## src/rtl/axil_host_master_if.sv

```systemverilog
// AXI4-Lite master-side bus bundle used by axil_host_master.
// Channels: AW (awaddr/awprot/awvalid/awready), W (wdata/wstrb/wvalid/wready),
// B (bresp/bvalid/bready), AR (araddr/arprot/arvalid/arready),
// R (rdata/rresp/rvalid/rready).
// The master modport drives addresses, data and valids and owns bready/rready.
// The slave modport is the mirror image.
interface axil_host_master_if #(
  parameter int ADDR_WIDTH = 11,
  parameter int DATA_WIDTH = 32
);
  logic [ADDR_WIDTH-1:0]   awaddr;
  logic [2:0]              awprot;
  logic                    awvalid;
  logic                    awready;
  logic [DATA_WIDTH-1:0]   wdata;
  logic [DATA_WIDTH/8-1:0] wstrb;
  logic                    wvalid;
  logic                    wready;
  logic [1:0]              bresp;
  logic                    bvalid;
  logic                    bready;
  logic [ADDR_WIDTH-1:0]   araddr;
  logic [2:0]              arprot;
  logic                    arvalid;
  logic                    arready;
  logic [DATA_WIDTH-1:0]   rdata;
  logic [1:0]              rresp;
  logic                    rvalid;
  logic                    rready;

  modport master (
    output awaddr, awprot, awvalid, input awready,
    output wdata, wstrb, wvalid, input wready,
    input bresp, bvalid, output bready,
    output araddr, arprot, arvalid, input arready,
    input rdata, rresp, rvalid, output rready
  );

  modport slave (
    input awaddr, awprot, awvalid, output awready,
    input wdata, wstrb, wvalid, output wready,
    output bresp, bvalid, input bready,
    input araddr, arprot, arvalid, output arready,
    output rdata, rresp, rvalid, input rready
  );
endinterface

```

## src/rtl/axil_host_master.sv

```systemverilog
// Host-side register master: turns single-word commands into AXI4-Lite
// transactions (with a per-transaction timeout), and also hosts a small GPIO
// block and an AXI-Stream sink that counts beats and tlast-delimited lines.
//
// Ports:
//   aclk, aclk_reset_n         clock, asynchronous active-low reset
//   cmd_*                      command handshake, direction, address, data, strobes
//   rsp_valid/rsp_rdata/rsp_resp  one-cycle completion pulse, read data, response
//                              (2'b11 marks a timeout)
//   m                          AXI4-Lite master bus (axil_host_master_if.master)
//   gpio_wr/gpio_wdata/gpio_out  GPIO output register
//   gpio_in/gpio_in_sync/gpio_in_rise/gpio_rise_clr  synchronized inputs with
//                              sticky rising-edge flags
//   s_axis_*                   stream sink; axis_en gates tready
//   axis_beat_cnt/axis_line_cnt/axis_last_user/axis_cnt_clr  stream statistics
module axil_host_master #(
  parameter int DATA_WIDTH      = 32,
  parameter int ADDR_WIDTH      = 11,
  parameter int NUMB_INPUT_IO   = 1,
  parameter int NUMB_OUTPUT_IO  = 3,
  parameter int AXIS_DATA_WIDTH = 64,
  parameter int AXIS_USER_WIDTH = 4,
  parameter int TIMEOUT_CYCLES  = 1024
) (
  input  logic                       aclk,
  input  logic                       aclk_reset_n,
  input  logic                       cmd_valid,
  output logic                       cmd_ready,
  input  logic                       cmd_write,
  input  logic [ADDR_WIDTH-1:0]      cmd_addr,
  input  logic [DATA_WIDTH-1:0]      cmd_wdata,
  input  logic [DATA_WIDTH/8-1:0]    cmd_wstrb,
  output logic                       rsp_valid,
  output logic [DATA_WIDTH-1:0]      rsp_rdata,
  output logic [1:0]                 rsp_resp,
  axil_host_master_if.master         m,
  input  logic                       gpio_wr,
  input  logic [NUMB_OUTPUT_IO-1:0]  gpio_wdata,
  output logic [NUMB_OUTPUT_IO-1:0]  gpio_out,
  input  logic [NUMB_INPUT_IO-1:0]   gpio_in,
  output logic [NUMB_INPUT_IO-1:0]   gpio_in_sync,
  output logic [NUMB_INPUT_IO-1:0]   gpio_in_rise,
  input  logic [NUMB_INPUT_IO-1:0]   gpio_rise_clr,
  input  logic                       s_axis_tvalid,
  output logic                       s_axis_tready,
  input  logic [AXIS_DATA_WIDTH-1:0] s_axis_tdata,
  input  logic                       s_axis_tlast,
  input  logic [AXIS_USER_WIDTH-1:0] s_axis_tuser,
  input  logic                       axis_en,
  output logic [31:0]                axis_beat_cnt,
  output logic [31:0]                axis_line_cnt,
  output logic [AXIS_USER_WIDTH-1:0] axis_last_user,
  input  logic                       axis_cnt_clr
);

  localparam int STRB_W = DATA_WIDTH / 8;
  localparam int TMO_W  = $clog2(TIMEOUT_CYCLES + 1);
  localparam logic [TMO_W-1:0] TMO_LAST = TMO_W'(TIMEOUT_CYCLES - 1);

  typedef enum logic [2:0] {IDLE, WR, WR_RESP, RD_ADDR, RD_DATA} state_t;

  state_t                state, state_nx;
  logic                  aw_pend, w_pend;
  logic [ADDR_WIDTH-1:0] addr_q;
  logic [DATA_WIDTH-1:0] wdata_q;
  logic [STRB_W-1:0]     strb_q;
  logic [TMO_W-1:0]      tmo_cnt;

  logic cmd_acc, aw_hs, w_hs, b_hs, ar_hs, r_hs, tmo_hit;

  // cmd_ready stays low through the response cycle so a new command can only
  // be taken the cycle after rsp_valid.
  assign cmd_acc = (state == IDLE) && !rsp_valid && cmd_valid;
  assign aw_hs   = (state == WR) && aw_pend && m.awready;
  assign w_hs    = (state == WR) && w_pend && m.wready;
  assign b_hs    = (state == WR_RESP) && m.bvalid;
  assign ar_hs   = (state == RD_ADDR) && m.arready;
  assign r_hs    = (state == RD_DATA) && m.rvalid;
  // A real completion in the last allowed cycle beats the timeout.
  assign tmo_hit = (state != IDLE) && (tmo_cnt == TMO_LAST) && !b_hs && !r_hs;

  assign m.awprot = 3'b000;
  assign m.arprot = 3'b000;
  assign m.awaddr = addr_q;
  assign m.araddr = addr_q;
  assign m.wdata  = wdata_q;
  assign m.wstrb  = strb_q;

  always_ff @(posedge aclk or negedge aclk_reset_n) begin
    if (!aclk_reset_n) state <= IDLE;
    else               state <= state_nx;
  end

  always_comb begin
    state_nx  = state;
    cmd_ready = 1'b0;
    m.awvalid = 1'b0;
    m.wvalid  = 1'b0;
    m.bready  = 1'b0;
    m.arvalid = 1'b0;
    m.rready  = 1'b0;
    case (state)
      IDLE: begin
        cmd_ready = !rsp_valid;
        if (cmd_acc) state_nx = cmd_write ? WR : RD_ADDR;
      end
      WR: begin
        m.awvalid = aw_pend;
        m.wvalid  = w_pend;
        // AW and W may finish in either order; move on once both are done.
        if ((!aw_pend || aw_hs) && (!w_pend || w_hs)) state_nx = WR_RESP;
      end
      WR_RESP: begin
        m.bready = 1'b1;
        if (b_hs) state_nx = IDLE;
      end
      RD_ADDR: begin
        m.arvalid = 1'b1;
        if (ar_hs) state_nx = RD_DATA;
      end
      RD_DATA: begin
        m.rready = 1'b1;
        if (r_hs) state_nx = IDLE;
      end
      default: state_nx = IDLE;
    endcase
    if (tmo_hit) state_nx = IDLE;
  end

  // Transaction control and response registers.
  always_ff @(posedge aclk or negedge aclk_reset_n) begin
    if (!aclk_reset_n) begin
      aw_pend   <= 1'b0;
      w_pend    <= 1'b0;
      tmo_cnt   <= '0;
      rsp_valid <= 1'b0;
      rsp_resp  <= 2'b00;
      rsp_rdata <= '0;
    end else begin
      rsp_valid <= 1'b0;
      if (cmd_acc) begin
        aw_pend <= cmd_write;
        w_pend  <= cmd_write;
        tmo_cnt <= '0;
      end else if (state != IDLE) begin
        tmo_cnt <= tmo_cnt + TMO_W'(1);
      end
      if (aw_hs) aw_pend <= 1'b0;
      if (w_hs)  w_pend  <= 1'b0;
      if (tmo_hit) begin
        aw_pend   <= 1'b0;
        w_pend    <= 1'b0;
        rsp_valid <= 1'b1;
        rsp_resp  <= 2'b11;
        rsp_rdata <= '0;
      end else if (b_hs) begin
        rsp_valid <= 1'b1;
        rsp_resp  <= m.bresp;
      end else if (r_hs) begin
        rsp_valid <= 1'b1;
        rsp_resp  <= m.rresp;
        rsp_rdata <= m.rdata;
      end
    end
  end

  // Command payload only matters while a valid is up, so it carries no reset.
  always_ff @(posedge aclk) begin
    if (cmd_acc) begin
      addr_q  <= cmd_addr;
      wdata_q <= cmd_wdata;
      strb_q  <= cmd_wstrb;
    end
  end

  // GPIO: output register, 2-flop input synchronizer, sticky rise flags.
  logic [NUMB_INPUT_IO-1:0] sync_p0, sync_p1, rise_q;

  always_ff @(posedge aclk or negedge aclk_reset_n) begin
    if (!aclk_reset_n) begin
      gpio_out <= '0;
      sync_p0  <= '0;
      sync_p1  <= '0;
      rise_q   <= '0;
    end else begin
      if (gpio_wr) gpio_out <= gpio_wdata;
      sync_p0 <= gpio_in;
      sync_p1 <= sync_p0;
      // The flag rises on the same edge the synchronized input goes high; a
      // set in the same cycle as a clear wins.
      rise_q  <= (rise_q & ~gpio_rise_clr) | (sync_p0 & ~sync_p1);
    end
  end

  assign gpio_in_sync = sync_p1;
  assign gpio_in_rise = rise_q;

  // Stream sink: payload is consumed but not stored.
  logic unused_tdata;
  logic axis_acc;

  assign unused_tdata = ^s_axis_tdata;
  assign axis_acc     = s_axis_tvalid && s_axis_tready;

  always_ff @(posedge aclk or negedge aclk_reset_n) begin
    if (!aclk_reset_n) begin
      s_axis_tready  <= 1'b0;
      axis_beat_cnt  <= '0;
      axis_line_cnt  <= '0;
      axis_last_user <= '0;
    end else begin
      s_axis_tready <= axis_en;
      if (axis_cnt_clr) begin
        axis_beat_cnt <= '0;
        axis_line_cnt <= '0;
      end else if (axis_acc) begin
        axis_beat_cnt <= axis_beat_cnt + 32'd1;
        if (s_axis_tlast) axis_line_cnt <= axis_line_cnt + 32'd1;
      end
      if (axis_acc) axis_last_user <= s_axis_tuser;
    end
  end

endmodule

```

## src/flat_wrapper.sv

```systemverilog
// flat-port wrapper written by rule: the top's interface ports become plain ports
module axil_host_master_flat 
#(
  parameter int DATA_WIDTH      = 32,
  parameter int ADDR_WIDTH      = 11,
  parameter int NUMB_INPUT_IO   = 1,
  parameter int NUMB_OUTPUT_IO  = 3,
  parameter int AXIS_DATA_WIDTH = 64,
  parameter int AXIS_USER_WIDTH = 4,
  parameter int TIMEOUT_CYCLES  = 1024
)
  (aclk, aclk_reset_n, cmd_valid, cmd_ready, cmd_write, cmd_addr, cmd_wdata, cmd_wstrb, rsp_valid, rsp_rdata, rsp_resp, gpio_wr, gpio_wdata, gpio_out, gpio_in, gpio_in_sync, gpio_in_rise, gpio_rise_clr, s_axis_tvalid, s_axis_tready, s_axis_tdata, s_axis_tlast, s_axis_tuser, axis_en, axis_beat_cnt, axis_line_cnt, axis_last_user, axis_cnt_clr, m_awaddr, m_awprot, m_awvalid, m_awready, m_wdata, m_wstrb, m_wvalid, m_wready, m_bresp, m_bvalid, m_bready, m_araddr, m_arprot, m_arvalid, m_arready, m_rdata, m_rresp, m_rvalid, m_rready);
  axil_host_master_if #(.ADDR_WIDTH(ADDR_WIDTH), .DATA_WIDTH(DATA_WIDTH)) m_i ();
  input  logic aclk;
  input  logic aclk_reset_n;
  input  logic cmd_valid;
  output logic cmd_ready;
  input  logic cmd_write;
  input  logic [ADDR_WIDTH-1:0] cmd_addr;
  input  logic [DATA_WIDTH-1:0] cmd_wdata;
  input  logic [DATA_WIDTH/8-1:0] cmd_wstrb;
  output logic rsp_valid;
  output logic [DATA_WIDTH-1:0] rsp_rdata;
  output logic [1:0] rsp_resp;
  input  logic gpio_wr;
  input  logic [NUMB_OUTPUT_IO-1:0] gpio_wdata;
  output logic [NUMB_OUTPUT_IO-1:0] gpio_out;
  input  logic [NUMB_INPUT_IO-1:0] gpio_in;
  output logic [NUMB_INPUT_IO-1:0] gpio_in_sync;
  output logic [NUMB_INPUT_IO-1:0] gpio_in_rise;
  input  logic [NUMB_INPUT_IO-1:0] gpio_rise_clr;
  input  logic s_axis_tvalid;
  output logic s_axis_tready;
  input  logic [AXIS_DATA_WIDTH-1:0] s_axis_tdata;
  input  logic s_axis_tlast;
  input  logic [AXIS_USER_WIDTH-1:0] s_axis_tuser;
  input  logic axis_en;
  output logic [31:0] axis_beat_cnt;
  output logic [31:0] axis_line_cnt;
  output logic [AXIS_USER_WIDTH-1:0] axis_last_user;
  input  logic axis_cnt_clr;
  output wire logic [$bits(m_i.awaddr)-1:0] m_awaddr;
  output wire logic [$bits(m_i.awprot)-1:0] m_awprot;
  output wire logic [$bits(m_i.awvalid)-1:0] m_awvalid;
  input wire logic [$bits(m_i.awready)-1:0] m_awready;
  output wire logic [$bits(m_i.wdata)-1:0] m_wdata;
  output wire logic [$bits(m_i.wstrb)-1:0] m_wstrb;
  output wire logic [$bits(m_i.wvalid)-1:0] m_wvalid;
  input wire logic [$bits(m_i.wready)-1:0] m_wready;
  input wire logic [$bits(m_i.bresp)-1:0] m_bresp;
  input wire logic [$bits(m_i.bvalid)-1:0] m_bvalid;
  output wire logic [$bits(m_i.bready)-1:0] m_bready;
  output wire logic [$bits(m_i.araddr)-1:0] m_araddr;
  output wire logic [$bits(m_i.arprot)-1:0] m_arprot;
  output wire logic [$bits(m_i.arvalid)-1:0] m_arvalid;
  input wire logic [$bits(m_i.arready)-1:0] m_arready;
  input wire logic [$bits(m_i.rdata)-1:0] m_rdata;
  input wire logic [$bits(m_i.rresp)-1:0] m_rresp;
  input wire logic [$bits(m_i.rvalid)-1:0] m_rvalid;
  output wire logic [$bits(m_i.rready)-1:0] m_rready;
  assign m_awaddr = m_i.awaddr;
  assign m_awprot = m_i.awprot;
  assign m_awvalid = m_i.awvalid;
  assign m_i.awready = m_awready;
  assign m_wdata = m_i.wdata;
  assign m_wstrb = m_i.wstrb;
  assign m_wvalid = m_i.wvalid;
  assign m_i.wready = m_wready;
  assign m_i.bresp = m_bresp;
  assign m_i.bvalid = m_bvalid;
  assign m_bready = m_i.bready;
  assign m_araddr = m_i.araddr;
  assign m_arprot = m_i.arprot;
  assign m_arvalid = m_i.arvalid;
  assign m_i.arready = m_arready;
  assign m_i.rdata = m_rdata;
  assign m_i.rresp = m_rresp;
  assign m_i.rvalid = m_rvalid;
  assign m_rready = m_i.rready;
  axil_host_master #(.DATA_WIDTH(DATA_WIDTH), .ADDR_WIDTH(ADDR_WIDTH), .NUMB_INPUT_IO(NUMB_INPUT_IO), .NUMB_OUTPUT_IO(NUMB_OUTPUT_IO), .AXIS_DATA_WIDTH(AXIS_DATA_WIDTH), .AXIS_USER_WIDTH(AXIS_USER_WIDTH), .TIMEOUT_CYCLES(TIMEOUT_CYCLES)) u_core (.aclk(aclk), .aclk_reset_n(aclk_reset_n), .cmd_valid(cmd_valid), .cmd_ready(cmd_ready), .cmd_write(cmd_write), .cmd_addr(cmd_addr), .cmd_wdata(cmd_wdata), .cmd_wstrb(cmd_wstrb), .rsp_valid(rsp_valid), .rsp_rdata(rsp_rdata), .rsp_resp(rsp_resp), .m(m_i), .gpio_wr(gpio_wr), .gpio_wdata(gpio_wdata), .gpio_out(gpio_out), .gpio_in(gpio_in), .gpio_in_sync(gpio_in_sync), .gpio_in_rise(gpio_in_rise), .gpio_rise_clr(gpio_rise_clr), .s_axis_tvalid(s_axis_tvalid), .s_axis_tready(s_axis_tready), .s_axis_tdata(s_axis_tdata), .s_axis_tlast(s_axis_tlast), .s_axis_tuser(s_axis_tuser), .axis_en(axis_en), .axis_beat_cnt(axis_beat_cnt), .axis_line_cnt(axis_line_cnt), .axis_last_user(axis_last_user), .axis_cnt_clr(axis_cnt_clr));
endmodule
```

## config.mk

```make
export PLATFORM = sky130hd
export DESIGN_NAME = axil_host_master_flat
export DESIGN_NICKNAME = d
export VERILOG_FILES = /design/src/rtl/axil_host_master_if.sv /design/src/rtl/axil_host_master.sv /design/src/flat_wrapper.sv
export SDC_FILE = /design/constraint.sdc
export NUM_CORES = 1
export LEC_CHECK = 0
export CAP_MARGIN = 20
export CORE_ASPECT_RATIO = 0.9
export CORE_MARGIN = 3
export CORE_UTILIZATION = 45
export DETAILED_ROUTE_END_ITERATION = 8
export PLACE_DENSITY = 0.95
export SETUP_SLACK_MARGIN = 0.2
export SLEW_MARGIN = 10
export SYNTH_ARGS = -nofsm -noshare
export SYNTH_HDL_FRONTEND = slang
export SYNTH_SLANG_ARGS = --single-unit
```

## constraint.sdc

```tcl
create_clock -name aclk -period 6.35 [get_ports aclk]
set_input_delay 0.9525 -clock aclk [delete_from_list [all_inputs] [get_ports aclk]]
set_output_delay 0.9525 -clock aclk [all_outputs]
set_load 0.05 [all_outputs]
```

# --- Word-level counts from Yosys, hierarchy flattened ---
# Index checks and enable logic that the tools add are counted.
word_totals:
  regBits: 173
  input_bits: 170
  word_cells: 105
op_classes:
  addsub: 3
  eq_ne: 11
  n_mux: 35
  n_bitwise: 5
  reduce_logical: 33
ops:
  columns: ["operator", "count"]
  rows:
  - ["32-bit two-way mux", 8]
  - ["32-bit by 1-bit adder with 32-bit output (second input constant)", 2]
  - ["11-bit two-way mux", 2]
  - ["3-bit two-way mux", 6]
  - ["3-bit one-hot mux with 5 select lines", 1]
  - ["1-bit logical AND", 14]
  - ["1-bit two-way mux", 14]
  - ["3-bit by 1-bit != test with 1-bit output (second input constant)", 4]
  - ["3-bit nonzero test", 4]
  - ["11-bit by 1-bit adder with 11-bit output (second input constant)", 1]
  - ["11-bit by 10-bit == test with 1-bit output (second input constant)", 1]
  - ["2-bit two-way mux", 4]
  - ["2-bit nonzero test", 4]
  - ["3-bit by 2-bit == test with 1-bit output (second input constant)", 2]
  - ["1-bit logical NOT", 5]
  - ["5-bit AND reduction", 1]
  - ["2-bit AND reduction", 2]
  - ["3-bit by 1-bit == test with 1-bit output (second input constant)", 1]
  - ["3-bit == test (second input constant)", 1]
  - ["3-bit logical NOT", 1]
  - ["3-bit by 2-bit != test with 1-bit output (second input constant)", 1]
  - ["1-bit AND", 2]
  - ["1-bit logical OR", 2]
  - ["2-bit != test (second input constant)", 1]
  - ["2 further kinds", 3]

# --- Logic depth before layout (Yosys ltp) ---
logic_depth:
  ltp_word: 8
  ltp_mapped: 7
  depth_no_buf: 5

# --- Worst setup path after synthesis ---
# OpenSTA, ideal clock, no wires.
synth_path:
  path_kind: "in2reg"
  start: "in cmd_valid"
  end: "reg u_core.addr_q[0], in the netlist u_core.m.araddr[0], enable pin"
  setup_time_ns: 0.656
  arrival_ns: 2.246
  path_slack_ns: 3.448
  cell_stages: 3
  n_path_buf: 0
  path_cell_list: "nor2b_1 nand2_1 clkinv_1"
synth_via:
  elab_chain_cells: 1
synth_rtl:
  columns: ["item", "line_no", "rtl"]
  rows:
  - ["from (decl)", "flat_wrapper.sv:16", "input logic cmd_valid;"]
  - ["1-bit logical AND", "axil_host_master.sv:73", "assign cmd_acc = (state == IDLE) && !rsp_valid && cmd_valid;"]
  - ["to (signal assigned)", "axil_host_master.sv:170", "addr_q <= cmd_addr;"]
  - ["to (decl)", "axil_host_master.sv:64", "logic [ADDR_WIDTH-1:0] addr_q;"]
# Every way passes these cells.
# A chain may end at the register's enable or synchronous reset.

# --- Final worst setup path ---
layout_path:
  start: "reg u_core.state[0]"
  end: "out m_wvalid"
layout_via:
  elab_chain_cells: 2
layout_rtl:
  columns: ["item", "line_no", "rtl"]
  rows:
  - ["from (decl)", "axil_host_master.sv:62", "state_t state, state_nx;"]
  - ["from (signal assigned)", "axil_host_master.sv:91", "else state <= state_nx;"]
  - ["3-bit by 1-bit == test with 1-bit output", "axil_host_master.sv:102", "case (state)"]
  - ["1-bit two-way mux", "axil_host_master.sv:102", null]
  - ["to (decl)", "flat_wrapper.sv:48", "output wire logic [$bits(m_i.wvalid)-1:0] m_wvalid;"]
# Every way passes these cells.

==> reports/summary.txt <==
Most frequent cell after synthesis - sky130_fd_sc_hd__dfrtp_1
Buffer cell driving the clock tree root - sky130_fd_sc_hd__clkbuf_16
Most area-hungry cell type in the Yosys netlist - sky130_fd_sc_hd__dfrtp_1
Critical path required time - 5.40 ns
Full die area - 0.0185 mm^2
Clock Skew - 0.0110 ns
RSZ-0062 raised after global routing - false
Share of layout cells above drive strength 1 - 0.0701
First-pass DRT Iterations - 5
Final HPWL DP - 15100 um
Maximum level of the CTS H-tree - 4
Growth of design area from synthesis to finish - 45.4%
Leading cell types by total area after synthesis - sky130_fd_sc_hd__dfrtp_1 42%, sky130_fd_sc_hd__edfxtp_1 19%, sky130_fd_sc_hd__nand2_1 4.8%
Post-route total power - 4170 uW
GRT overflow - 0
Time the worst path needs with I/O delays and setup - 3.40 ns
Port Buf Inserts - 278
Clock buffers created by TritonCTS - 17
Endpoint kind of the worst setup timing path - output pin
Filler cells - 1176
Count of endpoints failing hold in the final timing report - 0
Number of top-level design ports - 349
Synth cell types - 50
Clock Sinks - 173
Startpoint kind of the worst setup timing path - flip-flop
Number of nets in the finished design - 1130
Worst vdd rail ir drop - 0.360 mV
Post-synth ARST share - 0.728
Final Max Slew Viols - 0
Core Area - 0.0164 mm^2
Yosys reg bits - 173
Number of global-route vias before repair - 6647
Pin slew with the least headroom to its limit - 0.953 ns
Remaining number of nets flagged by the antenna check after routing - 0
Run status - completed
Ant diodes - 0
Count of hold-fix buffers inserted at cts - 0
Resize count post-CTS - 0
Post-Syn Instances - 698
Relative slew slack - 0.365
Largest net degree at the start of global routing - 73
Fmax - 294 MHz
# rows - 44
Area of the mapped netlist - 0.00759 mm^2
Ranking of synthesized cells by instance count - 126 x sky130_fd_sc_hd__dfrtp_1, 98 x sky130_fd_sc_hd__nand2_1, 55 x sky130_fd_sc_hd__o21ai_0, 47 x sky130_fd_sc_hd__edfxtp_1, 43 x sky130_fd_sc_hd__a21oi_1
DRT iter0 DRCs - 516
Number of synthesized flops with an enable pin - 47
Power per unit of standard cell area - 378 mW/mm^2
DP Worst Slack - 2.86 ns
Critical path class - flip-flop to output pin
Initial Util - 0.464
Number of antenna violations at the first check in global routing - 0
Overall Global Routing Usage - 0.227
Via/cell ratio - 5.58
Arr. time, crit path - 2.45 ns
Die H - 129 um
Maximum Capacitance Violations - 0
Post-CTS Setup Inserts - 0
Total via count in the routed design - 6562
Share of the synthesized area in the top cell type - 0.415
Final setup TNS - 0 ns
Lkg Pwr - 0.00425 uW
Final Wtd Congestion - 0.797
Ratio of final minimum period to clock period - 0.535
Detailed-route wire length - 21400 um
Avg Synthesized Cell Area - 10.9 um^2
CTS tree - built
First-pass GRT wire length - 33400 um
Worst-case clock buffer depth - 2
Register clock-pin slew on the reported worst setup and hold paths - 0.07 ns
Commonest register cell after synthesis - sky130_fd_sc_hd__dfrtp_1
Clock latency at the later pin of the worst-skew pair - 0.42 ns
Detailed-route wire length per cell - 18.1 um
Hold WC Path Type - flip-flop to flip-flop
Final setup fails - 0
Post-synthesis sequential area ratio - 0.601
Biggest fanout along the worst timing path - 10
Number of warning messages in the yosys log - 0
Chip width - 143 um
# DRC - 0
Post-route worst setup slack - 2.95 ns
sequential cells by signal, summed over array words and instances, names as in the netlist:
register / flops
u_core.aw_pend: 1
u_core.axis_beat_cnt: 32
u_core.axis_last_user: 4
u_core.axis_line_cnt: 32
u_core.gpio_in_rise: 1
u_core.gpio_in_sync: 1
u_core.gpio_out: 3
u_core.m.araddr: 11
u_core.m.wdata: 32
u_core.m.wstrb: 4
u_core.rsp_rdata: 32
u_core.rsp_resp: 2
u_core.rsp_valid: 1
u_core.s_axis_tready: 1
u_core.state: 3
u_core.sync_p0: 1
u_core.tmo_cnt: 11
u_core.w_pend: 1
layout by cell type (no fill, tap or decap), drive strengths merged, types with 2 or more instances in the layout:
| cell type | n |
|---|---|
| inv | 15 |
| xnor2 | 12 |
| a21oi | 43 |
| ha | 3 |
| and4 | 11 |
| or4 | 21 |
| clkbuf | 20 |
| or4b | 2 |
| clkinv | 6 |
| o22a | 2 |
| or3 | 21 |
| nor3 | 7 |
| nand3 | 27 |
| xor2 | 9 |
| nand2 | 98 |
| mux2i | 2 |
| mux2 | 16 |
| or2 | 2 |
| nor4 | 6 |
| a31oi | 3 |
| o31ai | 21 |
| nand4 | 24 |
| clkdlybuf4s50 | 276 |
| nor2 | 34 |
| edfxtp | 47 |
| o31a | 4 |
| dfrtp | 126 |
| nand2b | 4 |
| conb | 6 |
| o21ai | 55 |
| and3 | 8 |
| nor3b | 4 |
| nor2b | 11 |
| and2 | 6 |
| buf | 8 |
final timing paths:
kind	start	end	slack (ns)	cells past startpoint
worst max-delay path	u_core.state[0]$_DFFE_PN0P_	m_wvalid	2.95	3
worst min register to register	u_core.sync_p0$_DFF_PN0_	u_core.gpio_in_sync$_DFF_PN0_	0.41	0
min in group asynchronous	aclk_reset_n	u_core.axis_line_cnt[13]$_DFFE_PN0P_	0.66	1
worst max register to register	u_core.s_axis_tready$_DFF_PN0_	u_core.axis_beat_cnt[31]$_DFFE_PN0P_	3.93	4
worst min-delay path	u_core.sync_p0$_DFF_PN0_	u_core.gpio_in_sync$_DFF_PN0_	0.41	0
max in group asynchronous	aclk_reset_n	u_core.rsp_rdata[17]$_DFFE_PN0P_	4.40	2
routing by layer:
| layer | vias to the layer above | track usage | routed length, um |
|---|---|---|---|
| met5 | - | 0 | 0 |
| met4 | 0 | 0.0732 | 365 |
| met3 | 36 | 0.0554 | 1420 |
| met2 | 295 | 0.404 | 11300 |
| met1 | 3205 | 0.273 | 8230 |
| li1 | 3026 | - | - |
worst max-delay path: stages (launching register included):
cell	delay [ns]
sky130_fd_sc_hd__dfrtp_1	0.51
sky130_fd_sc_hd__nor3b_1	0.47
sky130_fd_sc_hd__and2_1	0.22
sky130_fd_sc_hd__clkdlybuf4s50_1	0.83
stage by stage:
step                      instance area, um^2  cells   util  hold WS (ns)
final                                   11000   1177  0.675         0.406
after global routing                    11000   1177  0.675         0.415
after CTS                               11000   1176  0.674         0.411
after detailed placement                10400   1144  0.636         0.373
after global placement                  10400   1144  0.636         0.358
after floorplan                          7610    703      -         0.354
layout make-up:
class / count / area (um^2) / area share
Sequential cell: 173 / 4560 / 0.414
Timing Repair Buffer: 284 / 2830 / 0.256
Multi-Input combinational cell: 470 / 2740 / 0.248
Clock buffer: 20 / 489 / 0.0443
Tap cell: 207 / 259 / 0.0235
Clock inverter: 12 / 120 / 0.0109
Inverter: 11 / 41.3 / 0.00374
kinds of logic after synthesis:
logic type                 synth area share
and+or+nand+nor                       0.200
DFF                                   0.601
AOI/OAI and AO/OA                     0.101
buffers and inverters                0.0419
xor gates and xnor gates             0.0242
muxes                                0.0264
adders and majority gates           0.00494
other                              0.000494
where the power goes:
group          switching (uW)  internal [uW]  leakage (uW)  total, uW
Combinational            1100            502       0.00183       1600
Sequential                127           1390       0.00212       1510
Clock                     452            607      0.000300       1060
Power figures use the tool's default switching activity.
